`config.mk`:
```
export PLATFORM = sky130hd
export DESIGN_NAME = coin_acceptor_flat
export DESIGN_NICKNAME = d
export VERILOG_FILES = /design/src/rtl/coin_pkg.sv /design/src/rtl/coin_acceptor_if.sv /design/src/rtl/key_filter.sv /design/src/rtl/coin_acceptor.sv /design/src/flat_wrapper.sv
export SDC_FILE = /design/constraint.sdc
export NUM_CORES = 1
export LEC_CHECK = 0
export CAP_MARGIN = 20
export CORE_MARGIN = 1.5
export CORE_UTILIZATION = 64
export CTS_CLUSTER_SIZE = 12
export DETAILED_ROUTE_END_ITERATION = 8
export DONT_BUFFER_PORTS = 1
export MAX_ROUTING_LAYER = met4
export PLACE_DENSITY = 0.83
export REMOVE_ABC_BUFFERS = 1
export SLEW_MARGIN = 20
export SYNTH_ARGS = -nofsm -noshare
export SYNTH_HDL_FRONTEND = slang
export SYNTH_SLANG_ARGS = --single-unit
```
`constraint.sdc`:
```
create_clock -name sys_clk -period 3.5 [get_ports sys_clk]
set_input_delay 0.7 -clock sys_clk [delete_from_list [all_inputs] [get_ports sys_clk]]
set_output_delay 0.7 -clock sys_clk [all_outputs]
set_load 0.03 [all_outputs]
```
`src/rtl/coin_pkg.sv`:
```
// ---------------------------------------------------------------------------
// coin_pkg
// Shared definitions for the coin acceptor slice: default debounce hold
// time, debounce counter width and the coin-type encoding used to index the
// per-channel vectors in coin_acceptor.
// ---------------------------------------------------------------------------
package coin_pkg;

    // 20 ms hold at 50 MHz.
    localparam int CNT_MAX_DEF = 999_999;
    // Must satisfy 2**CNT_W > CNT_MAX.
    localparam int CNT_W_DEF   = 20;

    // Coin type doubles as the channel index.
    typedef enum logic {
        COIN_HALF = 1'b0,
        COIN_ONE  = 1'b1
    } coin_t;

    localparam int N_COIN = 2;

endpackage : coin_pkg

```
`src/rtl/coin_acceptor_if.sv`:
```
// ---------------------------------------------------------------------------
// coin_acceptor_if
// Groups the coin acceptor's sensor inputs and accepted-coin outputs.
//   key_half / key_one   : raw active-low coin sensors (asynchronous, bouncing)
//   po_money_half/_one   : one-cycle accepted-coin pulses
//   po_coin_cnt          : running count of accepted coins (wraps at 256)
// master : the sensor side / environment (drives keys, observes outputs)
// slave  : the coin_acceptor itself
// ---------------------------------------------------------------------------
interface coin_acceptor_if;

    logic       key_half;
    logic       key_one;
    logic       po_money_half;
    logic       po_money_one;
    logic [7:0] po_coin_cnt;

    modport master (
        output key_half,
        output key_one,
        input  po_money_half,
        input  po_money_one,
        input  po_coin_cnt
    );

    modport slave (
        input  key_half,
        input  key_one,
        output po_money_half,
        output po_money_one,
        output po_coin_cnt
    );

endinterface : coin_acceptor_if

```
`src/rtl/key_filter.sv`:
```
// ---------------------------------------------------------------------------
// key_filter
// One coin sensor channel: 2-flop synchronizer, hold-time debounce and
// press (1->0) edge detection.
//   sys_clk  : clock
//   sys_rst  : synchronous active-high reset
//   key_raw  : raw active-low sensor
//   press    : registered one-cycle pulse, one cycle after the debounced
//              level falls; releases produce nothing
// ---------------------------------------------------------------------------
module key_filter
    import coin_pkg::*;
#(
    parameter int CNT_MAX = CNT_MAX_DEF,
    parameter int CNT_W   = CNT_W_DEF
) (
    input  logic sys_clk,
    input  logic sys_rst,
    input  logic key_raw,
    output logic press
);

    localparam logic [CNT_W-1:0] CNT_LAST = CNT_W'(CNT_MAX - 1);

    // sync_reg[0] is the metastability flop, sync_reg[1] the usable level.
    logic [1:0]       sync_reg;
    logic             stable_reg;
    logic             stable_next;
    logic             stable_d_reg;
    logic [CNT_W-1:0] cnt_reg;
    logic [CNT_W-1:0] cnt_next;
    logic             press_reg;

    // The counter only runs while the synchronized level disagrees with the
    // accepted level; any agreement (a bounce back) restarts it from zero.
    always_comb begin
        stable_next = stable_reg;
        cnt_next    = '0;
        if (sync_reg[1] != stable_reg) begin
            if (cnt_reg == CNT_LAST) begin
                stable_next = sync_reg[1];
            end else begin
                cnt_next = cnt_reg + CNT_W'(1);
            end
        end
    end

    always_ff @(posedge sys_clk) begin
        if (sys_rst) begin
            sync_reg     <= 2'b11;
            stable_reg   <= 1'b1;
            stable_d_reg <= 1'b1;
            cnt_reg      <= '0;
            press_reg    <= 1'b0;
        end else begin
            sync_reg     <= {sync_reg[0], key_raw};
            stable_reg   <= stable_next;
            cnt_reg      <= cnt_next;
            stable_d_reg <= stable_reg;
            // Compare against the delayed copy so the event lands one cycle
            // after the stable level falls.
            press_reg    <= stable_d_reg & ~stable_reg;
        end
    end

    assign press = press_reg;

endmodule : key_filter

```
`src/rtl/coin_acceptor.sv`:
```
// ---------------------------------------------------------------------------
// coin_acceptor
// Debounces two coin sensors and issues one registered pulse per accepted
// coin, never both in the same cycle (half has priority, the other waits a
// cycle), plus an 8-bit running coin count.
//   sys_clk : clock
//   sys_rst : synchronous active-high reset
//   bus     : coin_acceptor_if.slave (keys in, pulses and count out)
// ---------------------------------------------------------------------------
module coin_acceptor
    import coin_pkg::*;
#(
    parameter int CNT_MAX = CNT_MAX_DEF,
    parameter int CNT_W   = CNT_W_DEF
) (
    input  logic                  sys_clk,
    input  logic                  sys_rst,
    coin_acceptor_if.slave        bus
);

    logic [N_COIN-1:0] key_raw;
    logic [N_COIN-1:0] press;
    logic [N_COIN-1:0] pend_reg;
    logic [N_COIN-1:0] pend_next;
    logic [N_COIN-1:0] grant;
    logic              half_reg;
    logic              one_reg;
    logic [7:0]        cnt_reg;
    logic [7:0]        cnt_next;

    assign key_raw[COIN_HALF] = bus.key_half;
    assign key_raw[COIN_ONE]  = bus.key_one;

    genvar gi;
    generate
        for (gi = 0; gi < N_COIN; gi++) begin : g_chan
            key_filter #(
                .CNT_MAX (CNT_MAX),
                .CNT_W   (CNT_W)
            ) u_filter (
                .sys_clk (sys_clk),
                .sys_rst (sys_rst),
                .key_raw (key_raw[gi]),
                .press   (press[gi])
            );

            // A press while already pending merges; a press in the same
            // cycle as the grant is a new coin and re-arms the flag.
            assign pend_next[gi] = press[gi] | (pend_reg[gi] & ~grant[gi]);
        end
    endgenerate

    // Fixed priority: half first, one is held over to the next cycle.
    always_comb begin
        grant = '0;
        if (pend_reg[COIN_HALF]) begin
            grant[COIN_HALF] = 1'b1;
        end else if (pend_reg[COIN_ONE]) begin
            grant[COIN_ONE] = 1'b1;
        end
    end

    // Counts the pulse cycle itself, so the count trails the pulse by one.
    assign cnt_next = cnt_reg + 8'(half_reg | one_reg);

    always_ff @(posedge sys_clk) begin
        if (sys_rst) begin
            pend_reg <= '0;
            half_reg <= 1'b0;
            one_reg  <= 1'b0;
            cnt_reg  <= '0;
        end else begin
            pend_reg <= pend_next;
            half_reg <= grant[COIN_HALF];
            one_reg  <= grant[COIN_ONE];
            cnt_reg  <= cnt_next;
        end
    end

    assign bus.po_money_half = half_reg;
    assign bus.po_money_one  = one_reg;
    assign bus.po_coin_cnt   = cnt_reg;

endmodule : coin_acceptor
```
`src/flat_wrapper.sv`:
```
// flat-port wrapper written by rule: the top's interface ports become plain ports
module coin_acceptor_flat import coin_pkg::*;
#(
    parameter int CNT_MAX = CNT_MAX_DEF,
    parameter int CNT_W   = CNT_W_DEF
)
  (sys_clk, sys_rst, bus_key_half, bus_key_one, bus_po_money_half, bus_po_money_one, bus_po_coin_cnt);
  coin_acceptor_if bus_i ();
  input  logic sys_clk;
  input  logic sys_rst;
  input wire logic [$bits(bus_i.key_half)-1:0] bus_key_half;
  input wire logic [$bits(bus_i.key_one)-1:0] bus_key_one;
  output wire logic [$bits(bus_i.po_money_half)-1:0] bus_po_money_half;
  output wire logic [$bits(bus_i.po_money_one)-1:0] bus_po_money_one;
  output wire logic [$bits(bus_i.po_coin_cnt)-1:0] bus_po_coin_cnt;
  assign bus_i.key_half = bus_key_half;
  assign bus_i.key_one = bus_key_one;
  assign bus_po_money_half = bus_i.po_money_half;
  assign bus_po_money_one = bus_i.po_money_one;
  assign bus_po_coin_cnt = bus_i.po_coin_cnt;
  coin_acceptor #(.CNT_MAX(CNT_MAX), .CNT_W(CNT_W)) u_core (.sys_clk(sys_clk), .sys_rst(sys_rst), .bus(bus_i));
endmodule
```
# ---- Word level (Yosys, flattened, before mapping)
# Cells that the tools add are included.
dict set report totals {
  latchBits 0
  word_cells 41
  ramBits 0
  n_memories 0
  ff_bits 62
  out_inout_bits 10
  romBits 0
  input_bits 4
}
dict set report op_classes {
  order_cmp 0
  addsub 3
  bitwise 13
  reduce_logical 4
  muxes 3
  n_mul 0
  div 0
  shifts 0
  eq_ne 4
}
# operator count
set op_table {}
lappend op_table {{$add 20x1->20 const B} 2}
lappend op_table {{$eq 20x20->1 const B} 2}
lappend op_table {{$add 8x8->8} 1}
lappend op_table {{$not 1->1} 6}
lappend op_table {{$reduce_or 3->1} 2}
lappend op_table {{$and 1x1->1} 4}
lappend op_table {{$reduce_and 2->1} 2}
lappend op_table {{$mux 1} 3}
lappend op_table {{$or 1x1->1} 3}
lappend op_table {{$ne 1x1->1} 2}

# ---- Depth between registers and ports, before layout
# Gate-level depths: netlist of the first run.
dict set report depth {
  ltp_word 5
  mapped_depth 7
  mapped_depth_nobuf 6
}

# ---- By module
# Synthesis of the first run repeated with hierarchy kept, for this count alone.
dict set report hier_totals {
  cells_unflattened 286
  area_unflattened_um2 2626.3
}
# module area_each_um2 seq_area_each_um2 cells_per_inst n_inst
set modules_own_cells {}
lappend modules_own_cells {key_filter 1094.8 500.5 121 2}
lappend modules_own_cells {coin_acceptor 436.7 240.2 44 1}

# ---- Least setup slack after synthesis of the first run
# OpenSTA, ideal clock, no wires.
dict set report synth_path {
  path_kind {register to register}
  start {register u_core.one_reg (netlist: u_core.bus.po_money_one)}
  end {register u_core.cnt_reg[4] (netlist: u_core.bus.po_coin_cnt[4])}
  path_stages_with_launch 7
  path_buffers 0
  setup_time_ns 0.127
  path_slack_ns 1.992
  arrival_time_ns 1.381
  required_ns 3.373
  period_less_slack_ns 1.508
  cell_sequence {dfxtp_1 > or2_2 > ha_1 > ha_1 > nand3_1 > xor2_1 > nor2_1}
}
dict set report synth_via {
  elab_chain_len 2
}
# item line_no
set synth_rtl {}
lappend synth_rtl {{from (decl)} coin_acceptor.sv:27} ;# logic one_reg;
lappend synth_rtl {{from (signal assigned)} coin_acceptor.sv:75} ;# one_reg <= grant[COIN_ONE];
lappend synth_rtl {{$or 1x1->1} coin_acceptor.sv:64} ;# assign cnt_next = cnt_reg + 8'(half_reg | one_reg);
lappend synth_rtl {{$add 8x8->8} coin_acceptor.sv:64}
lappend synth_rtl {{to (signal assigned)} coin_acceptor.sv:76} ;# cnt_reg <= cnt_next;
lappend synth_rtl {{to (decl)} coin_acceptor.sv:28} ;# logic [7:0] cnt_reg;
# No other way between the ends.
# A chain may end at the register's enable or synchronous reset.

# ---- Worst setup path after layout of the first run
dict set report layout_path {
  start {register u_core.g_chan[1].u_filter.cnt_reg[0]}
  end {register u_core.g_chan[1].u_filter.cnt_reg[18]}
}
dict set report layout_via {
  elab_chain_len 2
  elab_cells_between_ends 3
  classes_between {add/sub (1); eq/ne (1); reduce/logical (1)}
}
# item line_no
set layout_rtl {}
lappend layout_rtl {{from (decl)} key_filter.sv:30} ;# logic [CNT_W-1:0] cnt_reg;
lappend layout_rtl {{from (signal assigned)} key_filter.sv:58} ;# cnt_reg <= cnt_next;
lappend layout_rtl {{branches (longest 2 deep; another with $add 20x1->20)} -}
# Several ways; the timed one is not identified.

==> out/results.env, run 1 <==
STATUS='completed'
TIMING.CRITICAL_PATH.FROM_TYPE='register'
CTS_BUFFERS=9
POWER_DENSITY_nW_PER_UM2=464
VIASPERCELL=5.75
WORSTSKEWPAIRLATENCY_NS=0.33
ANTENNA_FOUND_INITIAL=0
ROOT_BUF_CELL='sky130_fd_sc_hd__clkbuf_8'
YS_WARN_COUNT=0
MAXIMUM_NUMBER_OF_PINS_ON_ONE_NET_BEFORE_GLOBAL_ROUTE_REPAIR=23
SYNTH.YOSYS.SEQ_AREA_SHARE=0.475
FINAL.PERIOD_UTILIZATION=0.483
SYNTH_SEQ_CELLS=62
DETAIL_ROUTE.DRC_VIOLATIONS=0
WL_MM=4.52
VIAS=1977
ASYNCSETRESETFLOPFRACSYNTH=0
IO_BUFFERS=0
AREA_DELTA_SYNTH_FINAL_PCT=8.47
IRDROPWORSTVDD_mV=0.361
REQUIRED_NS=3.77
WORST_PATH_LARGEST_CELL_DELAY_NS=0.41
DIE_AREA_SQ_UM=4480
TOTAL_NEGATIVE_SLACK_NS=0
DETAIL-ROUTE-ANTENNA-NETS=0
DESIGN.FINAL.NETS=299
SYN_INST=285
LARGEST_REGISTER_FFS=40
DRT_FIRST_ITER_VIOLATIONS=97
GRT_PASS1_VIAS=1882
POST_ROUTE_CELLS_DRIVE_ABOVE_1_SHARE=0.112
TIMING.CLOCK.SKEW_NS=0.00638
MAX-CAP-VIOLATIONS=0
CLOCK_PERIOD_MINUS_WORST_SLACK_NS=1.69
GRT-OVFL-TOTAL=0
DIE_W_UM=66.9
CP_CELL_SEQUENCE='ha_1 > and2_1 > nand2_1 > or4_1 > a21oi_1'
INSERTEDDIODECOUNT=0
CRITICAL_PATH_CLASS='register to register'
FINAL_SETUP_VIOLATION_COUNT=0
SYNTH.TOP_CELLS.BY_AREA='sky130_fd_sc_hd__dfxtp_1 (47%), sky130_fd_sc_hd__xor2_1 (7.7%), sky130_fd_sc_hd__nor2_1 (6.2%)'
HP-CLASS='register to register'
CRITICAL-PATH-TOP-DELAY-FAMILY='simple AND/OR/NAND/NOR gates'
NUMBER_OF_H_TREE_LEVELS=3
CRIT_PATH_MAX_FANOUT=5
TIGHTEST_SLEW_NS=0.429
CTSLONGESTPATHBUFFERS=2
CLK_PIN_SLEW_NS=0.07
RSZ0062_AT_GRT='no'
CTS_HOLD_REPAIR.BUFFERS=0
HOLD_VIOL_FINAL=0
CTS_SINKS=62
GRT_PASS1_WL_MM=7.62
START_UTIL=0.658
SYNTH.TOP_CELL.AREA_SHARE=0.475
CRIT_ARRIVAL_NS=1.95
CTS_TREE='done'
SYN_AREA_SQ_UM=2610
WORST_PATH_MAX_DELAY_CELL='sky130_fd_sc_hd__or4_1'
DRT-WIRELENGTH-PER-CELL_UM=13.1
POST-ROUTE-WORST-SETUP-SLACK_NS=1.81
TIMING.FMAX_MHz=592
FP.DIEH_UM=66.9
NUMBER_OF_DISTINCT_STANDARD_CELLS_REFERENCED_BY_THE_SYNTHESIZED_NETLIST=37
DRV_SLEW=0
LEAKAGE_nW=1.01
SYNTH_EDF_COUNT=0
PLACE_HPWL_MM=2.93
MAX-SLEW-MARGIN-REL=0.710
CELL_TYPE_WITH_THE_HIGHEST_AGGREGATE_AREA_IN_THE_NETLIST='sky130_fd_sc_hd__dfxtp_1'
IOPINCOUNT=14
CRITICAL_PATH.ENDPOINT_TYPE='register'
PRE_CTS_WS_NS=1.87
SYNTHFLOPTYPE='sky130_fd_sc_hd__dfxtp_1'
NUMBER_OF_ROWS_CREATED_AT_FLOORPLAN=23
GROUTE.USAGE.OVERALL=0.236
YS_TOP_CELLS_BY_COUNT='sky130_fd_sc_hd__dfxtp_1 (62), sky130_fd_sc_hd__nor2_1 (43), sky130_fd_sc_hd__xor2_1 (23)'
FIRSTDRTPASSITERS=4
AVGSYNTHCELLAREA_SQ_UM=9.17
CTS_REPAIR_RESIZE_COUNT=0
GP_ROUTABILITY_CONGESTION=0.812
TIMING.CRITICAL_PATH.BUF_INV=0
POST-SYNTH-TOP-COUNT-CELL='sky130_fd_sc_hd__dfxtp_1'
FLOORPLAN.CORE_AREA_SQ_UM=3970
POST-CTS-SETUP-BUFFERS=0
==> cell usage in the layout, fill, tap and decap left out, types with 5 or more instances in the layout <==
cell                       instances
sky130_fd_sc_hd__xor2_1           23
sky130_fd_sc_hd__xnor2_1          10
sky130_fd_sc_hd__ha_1              6
sky130_fd_sc_hd__nand3_1          19
sky130_fd_sc_hd__nand4_1          11
sky130_fd_sc_hd__or3_1             6
sky130_fd_sc_hd__o21ai_0           6
sky130_fd_sc_hd__and3_1            9
sky130_fd_sc_hd__or2_2             8
sky130_fd_sc_hd__inv_1             6
sky130_fd_sc_hd__nand2_1          15
sky130_fd_sc_hd__and4_1            5
sky130_fd_sc_hd__a21oi_1          12
sky130_fd_sc_hd__dfxtp_1          62
sky130_fd_sc_hd__clkbuf_8          9
sky130_fd_sc_hd__nor2_1           43
==> cell type report <==
cell class | instances | area [sq um]
clock buffer | 10 | 128
clock inverter | 6 | 62.6
fill | 308 | 1140
inverter | 6 | 22.5
multi-input combinational | 208 | 1300
sequential | 62 | 1240
tap | 50 | 62.6
timing repair buffer | 2 | 15.0
==> report_power, final <==
group	switching [mW]	internal [mW]	total [mW]
Combinational	0.00497	0.00353	0.00851
Clock	0.270	0.327	0.597
Sequential	0.00176	0.708	0.710
Total	0.277	1.04	1.32
==> worst min-delay path, delay by kind of cell, from the launching register on <==
| family | cells | cell delay [ns] |
|---|---|---|
| buf+inv | 1 | 0.04 |
| flops | 1 | 0.30 |
| simple gates | 1 | 0.03 |
==> metal layers <==
layer,up-vias,GRT usage,share of wire
met2,36,0.385,0.48
met1,933,0.249,0.46
met5,-,-,0
li1,1000,-,-
met3,8,0.0997,0.042
met4,0,0.105,0.017
==> cells by family after synthesis <==
family,Yosys count,synth area share
AO/OA/AOI/OAI,27,0.0594
flip-flops,62,0.475
XOR/XNOR,33,0.111
buffers and inverters,15,0.0263
AND/OR/NAND/NOR,142,0.300
adder cells (fa/ha/maj),6,0.0287
==> stage by stage <==
step	hold WS [ns]	instance area, sq um	instances	utilization	total power [mW]
final	0.409	2840	344	0.714	1.32
after global routing	0.406	2840	344	0.714	1.37
after CTS	0.409	2840	344	0.714	1.33
after detailed placement	0.401	2650	328	0.666	0.734
after global placement	0.394	2650	328	0.666	0.734
after floorplan	0.389	2570	276	-	0.731
==> worst paths after layout <==
path,start,end,slack (ns),cells past startpoint
max reg2reg,u_core.g_chan[1].u_filter.cnt_reg[0]$_SDFF_PP0_,u_core.g_chan[1].u_filter.cnt_reg[18]$_SDFF_PP0_,1.81,5
min,u_core.g_chan[1].u_filter.stable_d_reg$_SDFF_PP1_,u_core.g_chan[1].u_filter.press$_SDFF_PP0_,0.41,2
max,u_core.g_chan[1].u_filter.cnt_reg[0]$_SDFF_PP0_,u_core.g_chan[1].u_filter.cnt_reg[18]$_SDFF_PP0_,1.81,5
min reg2reg,u_core.g_chan[1].u_filter.stable_d_reg$_SDFF_PP1_,u_core.g_chan[1].u_filter.press$_SDFF_PP0_,0.41,2
No activity file was read; power rests on OpenSTA's default activity.
==> inputs of run 2 (changes only) <==
CORE_UTILIZATION = 56   (was 64)
PLACE_DENSITY = 0.77   (was 0.83)
clock period = 1.4 ns   (was 3.5 ns; I/O delays follow)
==> run 2 against run 1 <==
Net effect:
- fmax increased by 9.7%
- non-clock buffer count increased by 57
- the flow now finishes with violations (negative setup slack)
- critical path type unchanged
- sequential power increased by 150%
- cell count increased by 17%
- first-iteration DRC count increased by 58%
- clock-buffer cell count increased by 2
- setup slack got worse by 2.0 ns
- global-route usage increased by 2.6 points
- critical path depth increased by 1
==> out/results.env, run 2 (synthesis gave the netlist of run 1 again) <==
TIMING.REG2REG.WORST_PATH_DEPTH=6
LAYOUT.CELLS.MOST_COMMON_LIST='sky130_fd_sc_hd__buf_4 (52), sky130_fd_sc_hd__dfxtp_1 (49), sky130_fd_sc_hd__nor2_1 (34)'
VIASPERCELL=5.83
WORSTSKEWPAIRLATENCY_NS=0.34
DRV_SLEW=0
DIE_AREA_SQ_UM=5090
HOLD-PATH-CELL-COUNT=1
IOPINCOUNT=14
NUMBER_OF_H_TREE_LEVELS=3
LAYOUT_COMMONEST_CELL='sky130_fd_sc_hd__buf_4'
ANTENNA_FOUND_INITIAL=0
DETAIL-ROUTE-ANTENNA-NETS=0
AREA_DELTA_SYNTH_FINAL_PCT=35.2
FIRSTDRTPASSITERS=4
R2R_SETUP_SLACK_NS=-0.14
POST-ROUTE-WORST-SETUP-SLACK_NS=-0.140
LARGEST_REGISTER_FFS=40
VIOLATIONS='negative setup slack'
CRITICAL_PATH.ENDPOINT_TYPE='register'
IRDROPWORSTVDD_mV=0.687
HOLD_START='sys_rst'
POWER_DENSITY_nW_PER_UM2=963
CTS_TREE='done'
GRT_PASS1_WL_MM=10.0
REQUIRED_NS=1.62
GRT-OVFL-TOTAL=0
TIMING.CLOCK.SKEW_NS=0.00895
PLACED_CELLS=379
IO_BUFFERS=0
MAX-CAP-VIOLATIONS=0
TIMING.FMAX_MHz=649
HOLD-PATH-ENDPOINT='u_core.bus.po_coin_cnt[0]$_SDFF_PP0_'
DRT-WIRELENGTH-PER-CELL_UM=16.8
INSERTEDDIODECOUNT=0
DESIGN.FINAL.NETS=356
VIAS=2349
MAXIMUM_NUMBER_OF_PINS_ON_ONE_NET_BEFORE_GLOBAL_ROUTE_REPAIR=15
LEAKAGE_nW=1.35
HOLD_VIOL_FINAL=0
FILLER_CELL_COUNT=268
INSTANCES_NO_FILL=403
RSZ0062_AT_GRT='yes'
CLOCK_PERIOD_MINUS_WORST_SLACK_NS=1.54
FLOORPLAN.CORE_AREA_SQ_UM=4410
CLK_PIN_SLEW_NS=0.07
STATUS='complete, but fails checks'
FP.DIEH_UM=71.3
FINAL.PERIOD_UTILIZATION=1.10
GROUTE.USAGE.OVERALL=0.262
FINAL_SETUP_VIOLATION_COUNT=42
CTSLONGESTPATHBUFFERS=2
WORSTREG2REGSTART='u_core.g_chan[1].u_filter.cnt_reg[0]$_SDFF_PP0_'
CTS_BUFFERS=9
GP_ROUTABILITY_CONGESTION=0.861
CRITICAL_PATH_CLASS='register to register'
DRT_FIRST_ITER_VIOLATIONS=153
WL_MM=6.77
R2R_END='u_core.g_chan[1].u_filter.stable_reg$_SDFFE_PP1P_'
POST_ROUTE_CELLS_DRIVE_ABOVE_1_SHARE=0.399
GRT_PASS1_VIAS=2263
DIE_W_UM=71.3
TIGHTEST_SLEW_NS=0.332
DETAIL_ROUTE.DRC_VIOLATIONS=0
PLACED_CELL_AREA_SQ_UM=3020
FINAL_DESIGN_INSTANCE_AREA_WITHOUT_FILL_SQ_UM=3530
MAX-SLEW-MARGIN-REL=0.777
NUMBER_OF_ROWS_CREATED_AT_FLOORPLAN=24
CRIT_PATH_MAX_FANOUT=3
TIMING.CRITICAL_PATH.FROM_TYPE='register'
START_UTIL=0.592
PLACE_HPWL_MM=3.74
CTS_SINKS=62
ROOT_BUF_CELL='sky130_fd_sc_hd__clkbuf_8'
CRIT_ARRIVAL_NS=1.76
HP-CLASS='input port to register'
==> run 2: changes by cell type in the layout (fill, tap and decap cells not counted), moves of 4 or more <==
cell | previous run | this run
sky130_fd_sc_hd__dfxtp_2 | 0 | 12
sky130_fd_sc_hd__nand3_2 | 0 | 4
sky130_fd_sc_hd__nand3_1 | 19 | 15
sky130_fd_sc_hd__buf_6 | 0 | 6
sky130_fd_sc_hd__buf_4 | 2 | 52
sky130_fd_sc_hd__a21oi_2 | 0 | 5
sky130_fd_sc_hd__nor2_2 | 0 | 9
sky130_fd_sc_hd__nor4b_1 | 4 | 0
sky130_fd_sc_hd__a21oi_1 | 12 | 7
sky130_fd_sc_hd__dfxtp_1 | 62 | 49
sky130_fd_sc_hd__nor2_1 | 43 | 34
==> run 2: how the worst max path moves through the flow <==
stage                                                        endpoint                                             start  slack (ns)
floorplan            u_core.g_chan[1].u_filter.cnt_reg[10]$_SDFF_PP0_  u_core.g_chan[1].u_filter.cnt_reg[13]$_SDFF_PP0_       -0.79
global placement    u_core.g_chan[1].u_filter.stable_reg$_SDFFE_PP1P_   u_core.g_chan[1].u_filter.cnt_reg[0]$_SDFF_PP0_       -0.07
detailed placement  u_core.g_chan[1].u_filter.stable_reg$_SDFFE_PP1P_   u_core.g_chan[1].u_filter.cnt_reg[0]$_SDFF_PP0_       -0.17
CTS                 u_core.g_chan[1].u_filter.stable_reg$_SDFFE_PP1P_   u_core.g_chan[1].u_filter.cnt_reg[0]$_SDFF_PP0_       -0.09
global route        u_core.g_chan[1].u_filter.stable_reg$_SDFFE_PP1P_   u_core.g_chan[1].u_filter.cnt_reg[0]$_SDFF_PP0_       -0.21
finish              u_core.g_chan[1].u_filter.stable_reg$_SDFFE_PP1P_   u_core.g_chan[1].u_filter.cnt_reg[0]$_SDFF_PP0_       -0.14
==> run 2: final cells by class <==
type                            count  area, sq um  area share
Inverter                            6         22.5     0.00637
Clock inverter                      4         45.0      0.0127
Sequential cell                    62         1260       0.356
Clock buffer                       12          155      0.0439
Tap cell                           52         65.1      0.0184
Multi-Input combinational cell    208         1520       0.430
Timing Repair Buffer               59          468       0.132
==> run 2: worst max-delay path, cell delays in order, from the launching register on <==
cell	delay [ns]
sky130_fd_sc_hd__dfxtp_2	0.33
sky130_fd_sc_hd__inv_2	0.07
sky130_fd_sc_hd__ha_4	0.12
sky130_fd_sc_hd__nor4bb_4	0.20
sky130_fd_sc_hd__nand3_2	0.16
sky130_fd_sc_hd__o21a_1	0.20
sky130_fd_sc_hd__or3_1	0.35
==> run 2: power breakdown <==
| group | switching (mW) | internal (mW) |
|---|---|---|
| registers | 0.00480 | 1.77 |
| clock network | 0.672 | 0.910 |
| logic | 0.0259 | 0.0214 |
==> run 2: metrics by stage <==
step	hold slack, ns	utilization	TNS, ns	total power, mW	worst slack, ns
floorplan	0.352	-	-24.87	1.83	-0.789
CTS	0.00117	0.759	-0.456	3.40	-0.0865
detailed placement	0.356	0.683	-2.91	1.84	-0.171
global route	0.00300	0.801	-6.39	3.48	-0.214
global placement	0.354	0.683	-0.649	1.84	-0.0652
finish	0.00561	0.801	-3.85	3.40	-0.140
==> run 2: routing by layer <==
layer	GRT usage	wire, um	vias up
met5	-	0	-
met2	0.426	3390	51
met4	0.155	245	0
met3	0.0450	190	28
li1	-	-	1112
met1	0.302	2940	1158
==> run 2: repair_timing <==
action                                  in CTS  in global routing
gates resized for setup                     30                 43
pin swaps                                    7                 19
endpoints found under the setup margin      46                 46
endpoints found under the hold margin        9                  0
hold buffers                                 1                  0
cloned                                       1                  2
buffers inserted                             2                  2
